`config.mk`:
```
export PLATFORM = sky130hd
export DESIGN_NAME = adder_tree_accum
export DESIGN_NICKNAME = d
export VERILOG_FILES = /design/src/rtl/adder_tree_pkg.sv /design/src/rtl/row_adder.sv /design/src/rtl/adder_tree_accum.sv
export SDC_FILE = /design/constraint.sdc
export NUM_CORES = 1
export LEC_CHECK = 0
export CAP_MARGIN = 10
export CORE_MARGIN = 2
export CORE_UTILIZATION = 35
export CTS_BUF_LIST = sky130_fd_sc_hd__clkbuf_4 sky130_fd_sc_hd__clkbuf_8
export DETAILED_ROUTE_END_ITERATION = 6
export GPL_ROUTABILITY_DRIVEN = 0
export GPL_TIMING_DRIVEN = 0
export HOLD_SLACK_MARGIN = 0.15
export PLACE_DENSITY = 0.55
export SYNTH_ARGS = -nofsm -noshare
export SYNTH_HDL_FRONTEND = slang
export SYNTH_SLANG_ARGS = --single-unit
```
`constraint.sdc`:
```
create_clock -name clk -period 16.8 [get_ports clk]
set_clock_uncertainty 0.05 [all_clocks]
set_input_delay 3.36 -clock clk [delete_from_list [all_inputs] [get_ports clk]]
set_output_delay 3.36 -clock clk [all_outputs]
set_load 0.02 [all_outputs]
```
`src/rtl/adder_tree_pkg.sv`:
```
// Shared widths, FSM encoding and default scaling/clamp constants for the
// kernel-window adder tree accumulator.
package adder_tree_pkg;

  localparam int GAIN_DEFAULT      = 251;
  localparam int CLAMP_MAX_DEFAULT = 253;

  typedef enum logic [1:0] {
    ST_ACCUM = 2'd0,
    ST_DRAIN = 2'd1,
    ST_HOLD  = 2'd2
  } state_e;

  function automatic int product_w(input int data_w, input int weight_w);
    return data_w + weight_w;
  endfunction

  function automatic int row_w(input int data_w, input int weight_w, input int k);
    return product_w(data_w, weight_w) + $clog2(k);
  endfunction

  function automatic int acc_w(input int data_w, input int weight_w, input int k);
    return product_w(data_w, weight_w) + $clog2(k * k);
  endfunction

endpackage

```
`src/rtl/row_adder.sv`:
```
// Combinational sum of N packed unsigned operands; the output width is chosen
// by the caller so that no carry is lost.
module row_adder #(
  parameter int N     = 3,
  parameter int IN_W  = 16,
  parameter int OUT_W = 18
) (
  input  logic [N*IN_W-1:0] operands_i,
  output logic [OUT_W-1:0]  sum_o
);

  always_comb begin
    sum_o = '0;
    for (int j = 0; j < N; j++) begin
      sum_o = sum_o + OUT_W'(operands_i[j*IN_W +: IN_W]);
    end
  end

endmodule

```
`src/rtl/adder_tree_accum.sv`:
```
// Accumulates KERNEL_SIZE rows of products into one window sum, then scales
// and clamps it into a pixel that is held until the consumer takes it.
//   state    | meaning
//   ST_ACCUM | accepting rows of the current window
//   ST_DRAIN | last row taken, waiting for the pipeline to finish the sum
//   ST_HOLD  | result presented, waiting for out_ready
module adder_tree_accum
  import adder_tree_pkg::*;
#(
  parameter int KERNEL_SIZE  = 3,
  parameter int DATA_WIDTH   = 8,
  parameter int WEIGHT_WIDTH = 8,
  parameter int GAIN         = GAIN_DEFAULT,
  parameter int CLAMP_MAX    = CLAMP_MAX_DEFAULT
) (
  input  logic clk,
  input  logic rstn,
  input  logic clear,
  input  logic mode,
  input  logic in_valid,
  output logic in_ready,
  input  logic [KERNEL_SIZE*product_w(DATA_WIDTH, WEIGHT_WIDTH)-1:0] in_data,
  output logic out_valid,
  input  logic out_ready,
  output logic [acc_w(DATA_WIDTH, WEIGHT_WIDTH, KERNEL_SIZE)-1:0] out_raw,
  output logic [DATA_WIDTH-1:0] out_pix,
  output logic out_sat
);

  localparam int PRODUCT_W = product_w(DATA_WIDTH, WEIGHT_WIDTH);
  localparam int ROW_W     = row_w(DATA_WIDTH, WEIGHT_WIDTH, KERNEL_SIZE);
  localparam int ACC_W     = acc_w(DATA_WIDTH, WEIGHT_WIDTH, KERNEL_SIZE);
  localparam int CNT_W     = (KERNEL_SIZE > 1) ? $clog2(KERNEL_SIZE) : 1;
  localparam int GAIN_W    = $clog2(GAIN + 1);
  localparam int MUL_W     = ACC_W + GAIN_W;
  localparam logic [CNT_W-1:0] LAST_ROW = CNT_W'(KERNEL_SIZE - 1);

  state_e state_q, state_d;

  logic [CNT_W-1:0] cnt_q, cnt_d;
  logic             row_take;

  logic [KERNEL_SIZE*PRODUCT_W-1:0] s1_data_q;
  logic                             s1_valid_q, s1_first_q, s1_last_q;

  logic [ROW_W-1:0] row_sum;
  logic [ROW_W-1:0] s2_sum_q;
  logic             s2_valid_q, s2_first_q, s2_last_q;

  logic [ACC_W-1:0] acc_q, acc_d;
  logic             done_q, done_d;

  logic [MUL_W-1:0]      prod_full, scaled, sel;
  logic                  sel_sat;
  logic [DATA_WIDTH-1:0] pix_d;
  logic                  out_load;

  assign in_ready  = (state_q == ST_ACCUM);
  assign out_valid = (state_q == ST_HOLD);
  // clear wins over a simultaneous row: the row never enters the pipeline
  assign row_take  = in_valid && in_ready && !clear;

  always_comb begin
    cnt_d = cnt_q;
    if (clear) begin
      cnt_d = '0;
    end else if (row_take) begin
      cnt_d = (cnt_q == LAST_ROW) ? '0 : cnt_q + 1'b1;
    end
  end

  always_ff @(posedge clk or negedge rstn) begin
    if (!rstn) begin
      cnt_q <= '0;
    end else begin
      cnt_q <= cnt_d;
    end
  end

  always_ff @(posedge clk or negedge rstn) begin
    if (!rstn) begin
      s1_valid_q <= 1'b0;
      s1_first_q <= 1'b0;
      s1_last_q  <= 1'b0;
      s1_data_q  <= '0;
    end else if (clear) begin
      s1_valid_q <= 1'b0;
      s1_first_q <= 1'b0;
      s1_last_q  <= 1'b0;
    end else begin
      s1_valid_q <= row_take;
      if (row_take) begin
        s1_data_q  <= in_data;
        s1_first_q <= (cnt_q == '0);
        s1_last_q  <= (cnt_q == LAST_ROW);
      end
    end
  end

  row_adder #(
    .N     (KERNEL_SIZE),
    .IN_W  (PRODUCT_W),
    .OUT_W (ROW_W)
  ) u_row_adder (
    .operands_i (s1_data_q),
    .sum_o      (row_sum)
  );

  always_ff @(posedge clk or negedge rstn) begin
    if (!rstn) begin
      s2_valid_q <= 1'b0;
      s2_first_q <= 1'b0;
      s2_last_q  <= 1'b0;
      s2_sum_q   <= '0;
    end else if (clear) begin
      s2_valid_q <= 1'b0;
      s2_first_q <= 1'b0;
      s2_last_q  <= 1'b0;
    end else begin
      s2_valid_q <= s1_valid_q;
      if (s1_valid_q) begin
        s2_sum_q   <= row_sum;
        s2_first_q <= s1_first_q;
        s2_last_q  <= s1_last_q;
      end
    end
  end

  always_comb begin
    acc_d  = acc_q;
    done_d = 1'b0;
    if (clear) begin
      acc_d = '0;
    end else if (s2_valid_q) begin
      acc_d  = s2_first_q ? ACC_W'(s2_sum_q) : acc_q + ACC_W'(s2_sum_q);
      done_d = s2_last_q;
    end
  end

  always_ff @(posedge clk or negedge rstn) begin
    if (!rstn) begin
      acc_q  <= '0;
      done_q <= 1'b0;
    end else begin
      acc_q  <= acc_d;
      done_q <= done_d;
    end
  end

  // Scaling by GAIN/256 is done at full width so the clamp sees the true value.
  assign prod_full = MUL_W'(acc_q) * MUL_W'(GAIN);
  assign scaled    = prod_full >> 8;
  assign sel       = mode ? scaled : MUL_W'(acc_q);
  assign sel_sat   = (sel > MUL_W'(CLAMP_MAX));
  assign pix_d     = sel_sat ? DATA_WIDTH'(CLAMP_MAX) : sel[DATA_WIDTH-1:0];
  assign out_load  = done_q && (state_q == ST_DRAIN) && !clear;

  always_ff @(posedge clk or negedge rstn) begin
    if (!rstn) begin
      out_raw <= '0;
      out_pix <= '0;
      out_sat <= 1'b0;
    end else if (out_load) begin
      out_raw <= acc_q;
      out_pix <= pix_d;
      out_sat <= sel_sat;
    end
  end

  always_comb begin
    state_d = state_q;
    case (state_q)
      ST_ACCUM: if (row_take && (cnt_q == LAST_ROW)) state_d = ST_DRAIN;
      ST_DRAIN: if (done_q) state_d = ST_HOLD;
      ST_HOLD:  if (out_ready) state_d = ST_ACCUM;
      default:  state_d = ST_ACCUM;
    endcase
    if (clear) begin
      state_d = ST_ACCUM;
    end
  end

  always_ff @(posedge clk or negedge rstn) begin
    if (!rstn) begin
      state_q <= ST_ACCUM;
    end else begin
      state_q <= state_d;
    end
  end

endmodule
```
* Word-level counts from Yosys, hierarchy flattened *
Cells that the tools add are included.
W data, S select, Z words.

storage, ports and cells
  register bits after elaboration = 126
  bits of input ports = 54
  output and inout port bits = 31
  logic and storage cells = 67

cells by class
  add/sub/neg operators = 4
  multipliers = 1
  order comparisons = 1
  eq/ne operators = 6
  multiplexer cells = 25
  bitwise operators = 1
  reductions and logical operators = 14

operator list
  cell                     count
  $mux W20                 4
  $mul A20 B8 Y28 const B  1
  $add A20 B18 Y20         1
  $gt A20 B8 Y1 const B    1
  $add A18 B16 Y18         1
  $add A16 B16 Y17         1
  $mux W2                  7
  $mux W1                  12
  $mux W8                  1
  $ne A3 B2 Y1 const B     2
  $pmux W2 S3              1
  $reduce_bool A2 Y1       3
  $logic_and A1 B1 Y1      5
  $eq A2 B2 Y1 const B     2
  $logic_not A2 Y1         2
  $reduce_and A2 Y1        2
  $ne A3 B3 Y1 const B     1
  $reduce_and A3 Y1        1
  $add A2 B1 Y2 const B    1
  $eq A2 B1 Y1 const B     1
  $logic_not A1 Y1         1
  $not A1 Y1               1

* Depth between registers and ports, before layout *
Gate-level depths: netlist of run 1.

  depth after elaboration = 7
  gate-level depth with buffers = 19
  depth with buffers taken out = 18

* Modules after synthesis *
Synthesis of run 1 repeated with hierarchy kept, for this count alone.

second synthesis, totals
  cells, all modules = 1008
  area, all modules = 10531.4 um2

by module, submodules not included
  module            instances  cells an instance  area an instance (um2)  sequential area each (um2)
  adder_tree_accum  1          872                9349.0                  3128.0
  row_adder         1          136                1182.4                  0.0

* Worst setup path before layout of run 1 *
OpenSTA, ideal clock, no wires.

  kind = reg2reg
  start point = reg acc_q[5]
  end point = reg out_pix[1]
  setup time = 0.122 ns
  arrival = 5.167 ns
  data required time = 16.628 ns
  slack = 11.461 ns
  stages on the path, launching flop included = 19
  buffers on the path = 0
  period minus slack after synthesis = 5.339 ns
  cell sequence = dfrtp_1 -> inv_1 -> fa_1 -> fa_1 -> inv_1 -> fa_1 -> inv_1 -> fa_1 -> inv_1 -> ha_1 -> and2_1 -> and4_1 -> o21ba_2 -> or4b_2 -> nand3_1 -> nand3_1 -> nor4b_1 -> nor4_1 -> a32o_1

between the ends
  word-level cells in the longest chain between the ends = 4

ends and longest elaborated chain
  what                      line                     text
  start: declaration        adder_tree_accum.sv:50   logic [ACC_W-1:0] acc_q, acc_d;
  start signal: assignment  adder_tree_accum.sv:142  acc_q <= '0;
  start signal: assignment  adder_tree_accum.sv:145  acc_q <= acc_d;
  $mul A20 B8 Y28           adder_tree_accum.sv:151  assign prod_full = MUL_W'(acc_q) * MUL_W'(GAIN);
  $mux W20 *                adder_tree_accum.sv:153  assign sel = mode ? scaled : MUL_W'(acc_q);
  $gt A20 B8 Y1             adder_tree_accum.sv:154  assign sel_sat = (sel > MUL_W'(CLAMP_MAX));
  $mux W8 *                 adder_tree_accum.sv:155  assign pix_d = sel_sat ? DATA_WIDTH'(CLAMP_MAX) : sel[DATA_WIDTH-1:0];
  end signal: assignment    adder_tree_accum.sv:165  out_pix <= pix_d;
  end: declaration          adder_tree_accum.sv:26   output logic [DATA_WIDTH-1:0] out_pix,

Mark *: on every way between the ends. The rest lies on a longest branch, timed or not.
A chain may end at the register's enable or synchronous reset.

* Final worst setup path of run 1 *
Same ends and word-level chain as after synthesis.

==> qor.txt, run 1 <==
status: finished clean
fin cells: 1,612
fin crit period: 6.14 ns
GRT overflow: 0
Post-Syn Area per Cell: 9.85 µm²
Post-CTS Resized: 0
VDD IR max: 0.0573 mV
Post-CTS Setup Bufs: 0
placed insts: 1,581
Setup TNS Final: 0 ns
Yosys cell types: 67
critical path arrival: 6.46 ns
most used flip-flop cell after synthesis: dfrtp_1
type of the tightest min-delay check: reg -> reg
type of the worst setup path: reg -> reg
leak pwr: 5.82 nW
FF-to-FF path depth: 18
initial drt markers: 355
maxcap violations: 0
post-synth top area cell: dfrtp_1
clk sinks: 125
CTS Buf Count: 17
Via Count: 7,977
Root Driver: clkbuf_8
GRT Resource Usage Total: 15.8%
largest net degree at the start of global routing: 95
share of cells above drive strength 1: 8.80%
WP depth: 18
Yosys warnings: 0
delay-heaviest family, CP: adder cells
IO buf count: 83
Slowest cell on crit path: dfrtp_1
Worst Max-Slew Pin Slew: 0.700 ns
Core Area: 30,600 µm²
Hold-fix buffers, CTS: 0
Critical Path RT: 17.13 ns
multi-input combinational cell area: 7040 µm²
First-pass DRT Iterations: 5
Max FO, Critical Path: 9
final period utilization: 36.5%
Syn Nets: 1,355
Initial Util: 35.5%
DRT Wirelength: 24,500 µm
register area: 3130 µm²
deepest clock path buffer count: 2
initial antenna violation count: 0
area growth from synthesis to layout: 16.2%
Die X: 180 µm
Final #Nets: 1,458
Slew Limit Fails: 0
WHS Path Cells: 2
Synth Register Bits: 125
I/O pin total: 85
number of fillers in the final layout: 3,055
Switching Share: 41.5%
htree depth: 4
sequential share of power: 28.0%
Sw Pwr: 578 µW
top-count cell post-synth: inv_1
Avg Vias per Cell: 4.95
CTS tree: done
post-DR wirelength/cell: 15.2 µm
Power Internal: 813 µW
Post-synth EDFFs: 0
Mapped Cells: 1,101
endpoints failing setup: 0
clock share of power: 19.9%
number of global-route vias before repair: 8,339
Max Freq: 163 MHz
Commonest cells post-synth: inv_1 (149), dfrtp_1 (125), ha_1 (110)
Synth area leaders: dfrtp_1 (29%), fa_1 (17%), ha_1 (13%)
Die ar.: 32,400 µm²
Critical Path End Type: flop
unrepaired setup endpoints after global routing: no
global-route wire length before repair: 41,700 µm
Post-Syn Area: 10,800 µm²
sequence of cells on the critical path: inv_1 -> fa_1 -> fa_1 -> inv_1 -> fa_1 -> inv_1 -> fa_1 -> inv_1 -> ha_1 -> a21o_1 -> a21oi_1 -> o21ai_0 -> o31a_1 -> o2111ai_2 -> nand2_1 -> o311a_1 -> nor4b_4 -> a32o_1
Final Hold Viols: 0
Startpoint Class: flop
combinational share of power: 52.2%
FP Rows: 64
top-area cell type share of the netlist area: 28.8%
Reg clk slew, reported paths: 0.08 ns
DRC violations left: 0
Rel. slew slack: 53.3%
die height: 180 µm
Post-synth ARST share: 100%
Antenna Cells: 0
clk_lat worst skew: 0.45 ns
ANT nets after route: 0
crit path buf inv count: 4
Critical Path Max Stage Delay: 0.64 ns
sequential share of the synthesized area: 28.8%
Pwr per Cell Area: 110 nW/µm²
Hold WS: 0.436 ns
DPL Wire Length: 19,900 µm
-- layout by cell type, fill, tap and decap left out, drive strengths merged, types with 51 or more instances in the layout --
cell,n
dfrtp,125
fa,90
inv,157
nor2,63
mux2,51
a21oi,60
clkdlybuf4s50,82
ha,110
o21ai,66
nand2,75
-- cell families (layout without fill, tap and decap cells) --
family	after synthesis	after routing	synth area share, %
and+or+nand+nor	258	258	11.9
AOI/OAI and AO/OA	228	228	13.4
adders and majority gates	200	200	29.3
buffers and inverters	179	294	6.21
DFF	125	125	28.8
muxes	63	63	6.40
xor gates and xnor gates	48	48	3.88
-- sequential cells by signal, summed over array words and instances, names as in the netlist --
name / count
s1_data_q: 48
acc_q: 20
out_raw: 20
s2_sum_q: 18
out_pix: 8
state_q: 2
cnt_q: 1
done_q: 1
out_sat: 1
s1_first_q: 1
s1_last_q: 1
s1_valid_q: 1
s2_first_q: 1
s2_last_q: 1
s2_valid_q: 1
-- routing by layer --
metal / routed length [µm] / share of wire (%) / GRT usage (%)
met1: 10800 / 44 / 19.5
met2: 12400 / 51 / 28.3
met3: 1110 / 4.5 / 3.64
met4: 165 / 0.67 / 3.42
met5: 0 / 0 / 0
-- worst paths after layout --
path                        startpoint  slack, ns             to
max                           acc_q[5]      10.66     out_pix[1]
min reg2reg                out_raw[12]       0.44    out_raw[12]
min in group asynchronous         rstn       2.72  s1_data_q[14]
max reg2reg                   acc_q[5]      10.66     out_pix[1]
max in group asynchronous         rstn      13.22        out_sat
min                        out_raw[12]       0.44    out_raw[12]
-- worst reg2reg max path: cells and delay by family, from the launching register on --
| kind | cells | cell delay, ns |
|---|---|---|
| and+or+nand+nor | 2 | 0.69 |
| AOI/OAI and AO/OA | 7 | 1.87 |
| buffers and inverters | 4 | 0.42 |
| adders and majority gates | 5 | 2.41 |
| DFF | 1 | 0.64 |
-- power groups by stage --
stage / Clock (mW) / Sequential [mW] / Combinational (mW)
final: 0.276 / 0.389 / 0.726
after global routing: 0.300 / 0.397 / 0.837
after CTS: 0.286 / 0.390 / 0.733
after detailed placement: 0 / 0.396 / 0.729
after global placement: 0 / 0.395 / 0.717
after floorplan: 0 / 0.385 / 0.577
-- metrics by stage --
| step | area (µm²) | setup slack (ns) | util (%) | power, mW |
|---|---|---|---|---|
| floorplan | 10800 | 11.46 | - | 0.962 |
| global placement | 12200 | 7.17 | 39.8 | 1.11 |
| detailed placement | 12200 | 10.66 | 39.9 | 1.13 |
| CTS | 12600 | 10.64 | 41.2 | 1.41 |
| global route | 12600 | 10.28 | 41.2 | 1.53 |
| finish | 12600 | 10.66 | 41.2 | 1.39 |
-- final cells by class --
class	count	share of cell area, %
Multi-Input combinational cell	797	55.9
Sequential cell	125	24.8
Buffer	28	0.844
Clock inverter	13	1.21
Timing Repair Buffer	84	6.82
Clock buffer	18	1.97
Inverter	151	4.50
Tap cell	396	3.93
Note: power is estimated with default switching activity, not from simulation.
==> inputs of run 2 (changes only) <==
- clock period: 16.8 -> 6 ns (I/O delays scaled with it)
==> run 2 against run 1 <==
Global-route usage hardly changed. Worst hold slack barely moved. Combinational power grew to 2.9 times the previous value. Critical path depth is the same. Setup slack got worse by 10 ns. Non-clock buffer count is 10 higher. Via count grew 1.0%. Clock power rose to 2.8 times the previous value. Flip-flop and latch count did not move. Sequential share of layout area shrank 0.18 points. Largest cell class unchanged.
==> qor.txt, run 2 (synthesis gave the netlist of run 1 again) <==
number of global-route vias before repair: 8,354 (was 8,339)
Max FO, Critical Path: 9 (unchanged)
FF-to-FF Start: acc_q[6] (was acc_q[5])
GRT Resource Usage Total: 15.9% (was 15.8%)
Antenna Cells: 0 (unchanged)
Root Driver: clkbuf_8 (unchanged)
post-DR wirelength/cell: 15.3 µm (was 15.2 µm)
area growth from synthesis to layout: 17.6% (was 16.2%)
Hold-fix buffers, CTS: 0 (unchanged)
register area: 3140 µm² (was 3130 µm²)
DPL Wire Length: 19,900 µm (unchanged)
VDD IR max: 0.160 mV (was 0.0573 mV)
Pwr per Cell Area: 309 nW/µm² (was 110 nW/µm²)
Rel. slew slack: 53.3% (about the same)
unrepaired setup endpoints after global routing: no (unchanged)
CTS tree: done (unchanged)
clk_lat worst skew: 0.46 ns (was 0.45 ns)
htree depth: 4 (unchanged)
initial antenna violation count: 0 (unchanged)
DRC violations left: 0 (unchanged)
DRT Wirelength: 24,800 µm (was 24,500 µm)
Reg clk slew, reported paths: 0.08 ns (about the same)
I/O pin total: 85 (unchanged)
share of cells above drive strength 1: 11.2% (was 8.80%)
design area: 12,800 µm² (was 12,600 µm²)
Startpoint Class: flop (unchanged)
FP Rows: 64 (unchanged)
Regs by FF count: s1_data_q x48, acc_q x20, out_raw x20 (unchanged)
deepest clock path buffer count: 2 (unchanged)
Final #Nets: 1,468 (was 1,458)
Critical Path RT: 6.30 ns (was 17.13 ns)
Setup TNS Final: 0 ns (unchanged)
IO buf count: 83 (unchanged)
Avg Vias per Cell: 4.97 (was 4.95)
Biggest register: s1_data_q (unchanged)
FF-to-FF path depth: 18 (unchanged)
fin crit period: 5.74 ns (was 6.14 ns)
type of the worst setup path: reg -> reg (unchanged)
Die X: 180 µm (unchanged)
max FFs per register: 48 (unchanged)
largest net degree at the start of global routing: 95 (unchanged)
endpoints failing setup: 0 (unchanged)
Hold Startpoint: out_raw[12] (unchanged)
First-pass DRT Iterations: 6 (was 5)
leak pwr: 5.86 nW (was 5.82 nW)
Max Freq: 174 MHz (was 163 MHz)
Core Area: 30,600 µm² (unchanged)
most frequent cells in the layout: inv_1 (146), dfrtp_1 (114), ha_1 (110), fa_1 (90), clkdlybuf4s50_1 (82) (was inv_1 (149), dfrtp_1 (125), ha_1 (110), fa_1 (90), clkdlybuf4s50_1 (82))
fin cells: 1,622 (was 1,612)
CTS Buf Count: 17 (unchanged)
maxcap violations: 0 (unchanged)
commonest non-fill, non-tap cell in the layout: inv_1 (unchanged)
dpl cell area: 12,200 µm² (unchanged)
Worst Max-Slew Pin Slew: 0.700 ns (about the same)
Initial Util: 35.5% (unchanged)
Final Hold Viols: 0 (unchanged)
Critical Path End Type: flop (unchanged)
final period utilization: 95.6% (was 36.5%)
type of the tightest min-delay check: reg -> reg (unchanged)
number of fillers in the final layout: 3,039 (was 3,055)
WHS Path Cells: 2 (unchanged)
GRT overflow: 0 (unchanged)
Reg2Reg Setup Slack: 0.26 ns (was 10.66 ns)
hold endpoint: out_raw[12] (unchanged)
ANT nets after route: 0 (unchanged)
Via Count: 8,058 (was 7,977)
clk sinks: 125 (unchanged)
initial drt markers: 338 (was 355)
global-route wire length before repair: 41,800 µm (was 41,700 µm)
Die ar.: 32,400 µm² (unchanged)
critical path arrival: 6.04 ns (was 6.46 ns)
multi-input combinational cell area: 7090 µm² (was 7040 µm²)
Slew Limit Fails: 0 (unchanged)
die height: 180 µm (unchanged)
status: finished clean (unchanged)
placed insts: 1,581 (unchanged)
worst reg2reg endpoint: out_pix[1] (unchanged)
## run 2: through the flow
step	power, mW	hold WS, ns	util, %	worst slack [ns]
after global placement	3.12	0.414	39.8	-1.47
final	3.94	0.436	41.7	0.261
after detailed placement	3.15	0.415	39.9	-0.142
after floorplan	2.69	0.383	-	0.661
after global routing	4.33	0.467	41.7	0.0192
after CTS	3.96	0.431	41.3	0.0547
## run 2: final cells by class
class                   count  area share, %
clock buffers              18           1.94
repair buffers             94           7.33
flip-flops and latches    125           24.6
multi-input cells         797           55.6
clock inverters            13           1.20
inverters                 151           4.53
well taps                 396           3.89
plain buffers              28          0.834
## run 2: power by group
group / leakage, nW / internal, mW / total (mW) / switching (mW)
logic: 4.13 / 0.936 / 2.07 / 1.13
registers: 1.53 / 0.970 / 1.09 / 0.119
clock network: 0.200 / 0.389 / 0.779 / 0.390
total: 5.86 / 2.29 / 3.94 / 1.64
## run 2: layer usage
layer  global-route usage (%)  wire length (µm)  vias up
li1                         -                 -     4017
met2                     28.4             12500      136
met5                        0                 0        -
met1                     19.5             11000     3880
met4                     3.42               289        0
met3                     3.64              1040       25
## run 2: how the worst max path moves through the flow
stage	from	endpoint	slack, ns	depth (start not counted)
CTS	acc_q[5]	out_pix[1]	0.05	18
global placement	rstn	out_pix[0]	-1.47	1
detailed placement	acc_q[5]	out_pix[7]	-0.14	18
floorplan	acc_q[5]	out_pix[1]	0.66	18
global route	acc_q[6]	out_pix[1]	0.02	18
finish	acc_q[6]	out_pix[1]	0.26	18
## run 2: timing repair
action / CTS / global route
gates resized for setup: 2 / 20
setup buffers: 1 / 9
setup endpoints to repair: 9 / 9
hold endpoints to repair: 0 / 0
pin swaps: 1 / 1
## run 2: critical path, stage by stage (launching register included)
cell        delay, ns
dfrtp_2          0.51
clkinvlp_4       0.25
fa_1             0.54
fa_1             0.54
inv_1            0.05
fa_1             0.53
inv_1            0.05
fa_1             0.52
inv_1            0.04
ha_1             0.27
clkbuf_1         0.31
nand3_1          0.12
a211oi_1         0.51
nand4b_1         0.21
a31oi_1          0.12
xnor2_1          0.21
a2bb2oi_2        0.38
nor4_4           0.12
a32o_1           0.29
==> inputs of run 3 (changes only) <==
- HOLD_SLACK_MARGIN: 0.15 -> 0.1
- PLACE_DENSITY: 0.55 -> 0.62
==> run 3 against run 2 <==
Setup slack got worse by 0.10 ns. Power is 1.9% higher. Die area is the same. Largest cell class unchanged. Non-clock buffer count is 7 lower. Critical path type unchanged. Critical path depth unchanged. Cell area is 0.12% lower. Via count down 0.36%. Utilization hardly changed.
==> qor.txt, run 3 (synthesis gave the netlist of run 1 again) <==
DRC violations left: 0 (unchanged)
Core Area: 30,600 µm² (unchanged)
sequence of cells on the critical path: inv_1 -> fa_1 -> fa_1 -> inv_1 -> fa_1 -> inv_1 -> fa_1 -> inv_1 -> ha_1 -> and2_1 -> and4_1 -> o21ba_2 -> or4b_2 -> nand3_1 -> nand3_1 -> nor4b_2 -> nor4_4 -> a32o_1 (was clkinvlp_4 -> fa_1 -> fa_1 -> inv_1 -> fa_1 -> inv_1 -> fa_1 -> inv_1 -> ha_1 -> clkbuf_1 -> nand3_1 -> a211oi_1 -> nand4b_1 -> a31oi_1 -> xnor2_1 -> a2bb2oi_2 -> nor4_4 -> a32o_1)
number of fillers in the final layout: 3,012 (was 3,039)
initial antenna violation count: 0 (unchanged)
clk sinks: 125 (unchanged)
placed insts: 1,581 (unchanged)
type of the worst setup path: reg -> reg (unchanged)
critical path arrival: 6.15 ns (was 6.04 ns)
htree depth: 4 (unchanged)
Root Driver: clkbuf_8 (unchanged)
First-pass DRT Iterations: 5 (was 6)
Rel. slew slack: 54.4% (was 53.3%)
type of the tightest min-delay check: reg -> reg (unchanged)
Final #Nets: 1,461 (was 1,468)
share of cells above drive strength 1: 10.4% (was 11.2%)
DRT Wirelength: 24,000 µm (was 24,800 µm)
die height: 180 µm (unchanged)
FF-to-FF path depth: 18 (unchanged)
Hold WS: 0.429 ns (was 0.436 ns)
Die ar.: 32,400 µm² (unchanged)
CTS Buf Count: 17 (unchanged)
CTS tree: done (unchanged)
VDD IR max: 0.146 mV (was 0.160 mV)
final period utilization: 97.3% (was 95.6%)
FF-to-FF Start: acc_q[6] (unchanged)
status: finished clean (unchanged)
Tot Pwr: 4.01 mW (was 3.94 mW)
Via Count: 8,029 (was 8,058)
maxcap violations: 0 (unchanged)
I/O pin total: 85 (unchanged)
post-DR wirelength/cell: 14.9 µm (was 15.3 µm)
Reg2Reg Setup Slack: 0.16 ns (was 0.26 ns)
Die X: 180 µm (unchanged)
Reg clk slew, reported paths: 0.08 ns (about the same)
leak pwr: 5.84 nW (was 5.86 nW)
global-route wire length before repair: 40,600 µm (was 41,800 µm)
Critical Path Max Stage Delay: 0.58 ns (was 0.54 ns)
most frequent cells in the layout: inv_1 (148), dfrtp_1 (115), ha_1 (110), fa_1 (90), clkdlybuf4s50_1 (82) (was inv_1 (146), dfrtp_1 (114), ha_1 (110), fa_1 (90), clkdlybuf4s50_1 (82))
deepest clock path buffer count: 2 (unchanged)
max FFs per register: 48 (unchanged)
Slowest cell on crit path: or4b_2 (was fa_1)
ANT nets after route: 0 (unchanged)
worst setup path endpoint: out_pix[1] (unchanged)
area growth from synthesis to layout: 17.4% (was 17.6%)
largest net degree at the start of global routing: 95 (unchanged)
number of global-route vias before repair: 8,231 (was 8,354)
endpoints failing setup: 0 (unchanged)
Slew Limit Fails: 0 (unchanged)
FP Rows: 64 (unchanged)
IO buf count: 83 (unchanged)
GRT overflow: 0 (unchanged)
Max Freq: 171 MHz (was 174 MHz)
Util after Layout: 41.6% (was 41.7%)
Antenna Cells: 0 (unchanged)
CP Launch Point: acc_q[6] (unchanged)
worst reg2reg endpoint: out_pix[1] (unchanged)
Initial Util: 35.5% (unchanged)
commonest non-fill, non-tap cell in the layout: inv_1 (unchanged)
Startpoint Class: flop (unchanged)
Avg Vias per Cell: 4.97 (about the same)
Regs by FF count: s1_data_q x48, acc_q x20, out_raw x20 (unchanged)
Critical Path RT: 6.31 ns (was 6.30 ns)
Biggest register: s1_data_q (unchanged)
Max FO, Critical Path: 7 (was 9)
Pwr per Cell Area: 315 nW/µm² (was 309 nW/µm²)
clk_lat worst skew: 0.48 ns (was 0.46 ns)
DPL Wire Length: 19,400 µm (was 19,900 µm)
fin cells: 1,616 (was 1,622)
Final Hold Viols: 0 (unchanged)
Critical Path End Type: flop (unchanged)
GRT Resource Usage Total: 15.4% (was 15.9%)
initial drt markers: 269 (was 338)
fin crit period: 5.84 ns (was 5.74 ns)
Worst Max-Slew Pin Slew: 0.683 ns (was 0.700 ns)
[run 3: cell count changes in the layout (fill, tap and decap cells not counted), sizes merged]
| cell | previous run | this run |
|---|---|---|
| buf | 15 | 8 |
| clkinvlp | 5 | 2 |
| bufinv | 2 | 4 |
| clkbuf | 43 | 44 |
| clkinv | 3 | 4 |
[run 3: final cells by class]
type	instances	area (µm²)	area share [%]
inverters	151	571	4.48
well taps	396	495	3.89
clock inverters	13	203	1.59
clock buffers	19	255	2.00
flip-flops and latches	125	3140	24.7
multi-input cells	797	7080	55.6
plain buffers	28	106	0.835
repair buffers	87	882	6.93
[run 3: stage by stage]
step           area [µm²]  TNS [ns]  setup slack [ns]
2_1_floorplan       10800         0             0.661
3_3_place_gp        12200   -163.72             -1.33
3_5_place_dp        12200    -0.381           -0.0663
4_1_cts             12700         0            0.0597
5_1_grt             12700   -0.0334           -0.0334
6_report            12700         0             0.160
[run 3: what timing repair did]
item / 4_1_cts / 5_1_grt
hold buffers: 0 / 0
setup buffers: 1 / 2
gates resized for setup: 2 / 15
gates cloned: 0 / 0
pin swaps: 1 / 0
endpoints found under the setup margin: 9 / 9
hold endpoints to repair: 0 / 0
[run 3: how the worst min path moves through the flow]
stage | endpoint | from | cells after the start | slack [ns]
finish | state_q[0] | state_q[1] | 1 | 0.43
global route | state_q[0] | state_q[1] | 1 | 0.46
CTS | state_q[0] | state_q[1] | 1 | 0.43
detailed placement | state_q[0] | state_q[1] | 1 | 0.41
global placement | out_raw[15] | out_raw[15] | 2 | 0.41
floorplan | state_q[0] | state_q[1] | 1 | 0.38
[run 3: worst max-delay path, delay by kind of cell, from the launching register on]
| family | cells | cell delay [ns] |
|---|---|---|
| flip-flops | 1 | 0.50 |
| AO/OA/AOI/OAI | 2 | 0.54 |
| AND/OR/NAND/NOR | 7 | 1.79 |
| adder cells (fa/ha/maj) | 5 | 2.41 |
| buffers and inverters | 4 | 0.42 |
[run 3: power by group]
part | switching (mW) | internal, mW
Sequential | 0.122 | 0.970
Clock | 0.388 | 0.480
Combinational | 1.12 | 0.930
[run 3: metal layers]
metal	up-vias	GRT usage, %	wire length (µm)
met3	30	3.90	1180
met4	0	3.74	293
met5	-	0	0
met2	138	26.8	11800
li1	4000	-	-
met1	3861	19.3	10700
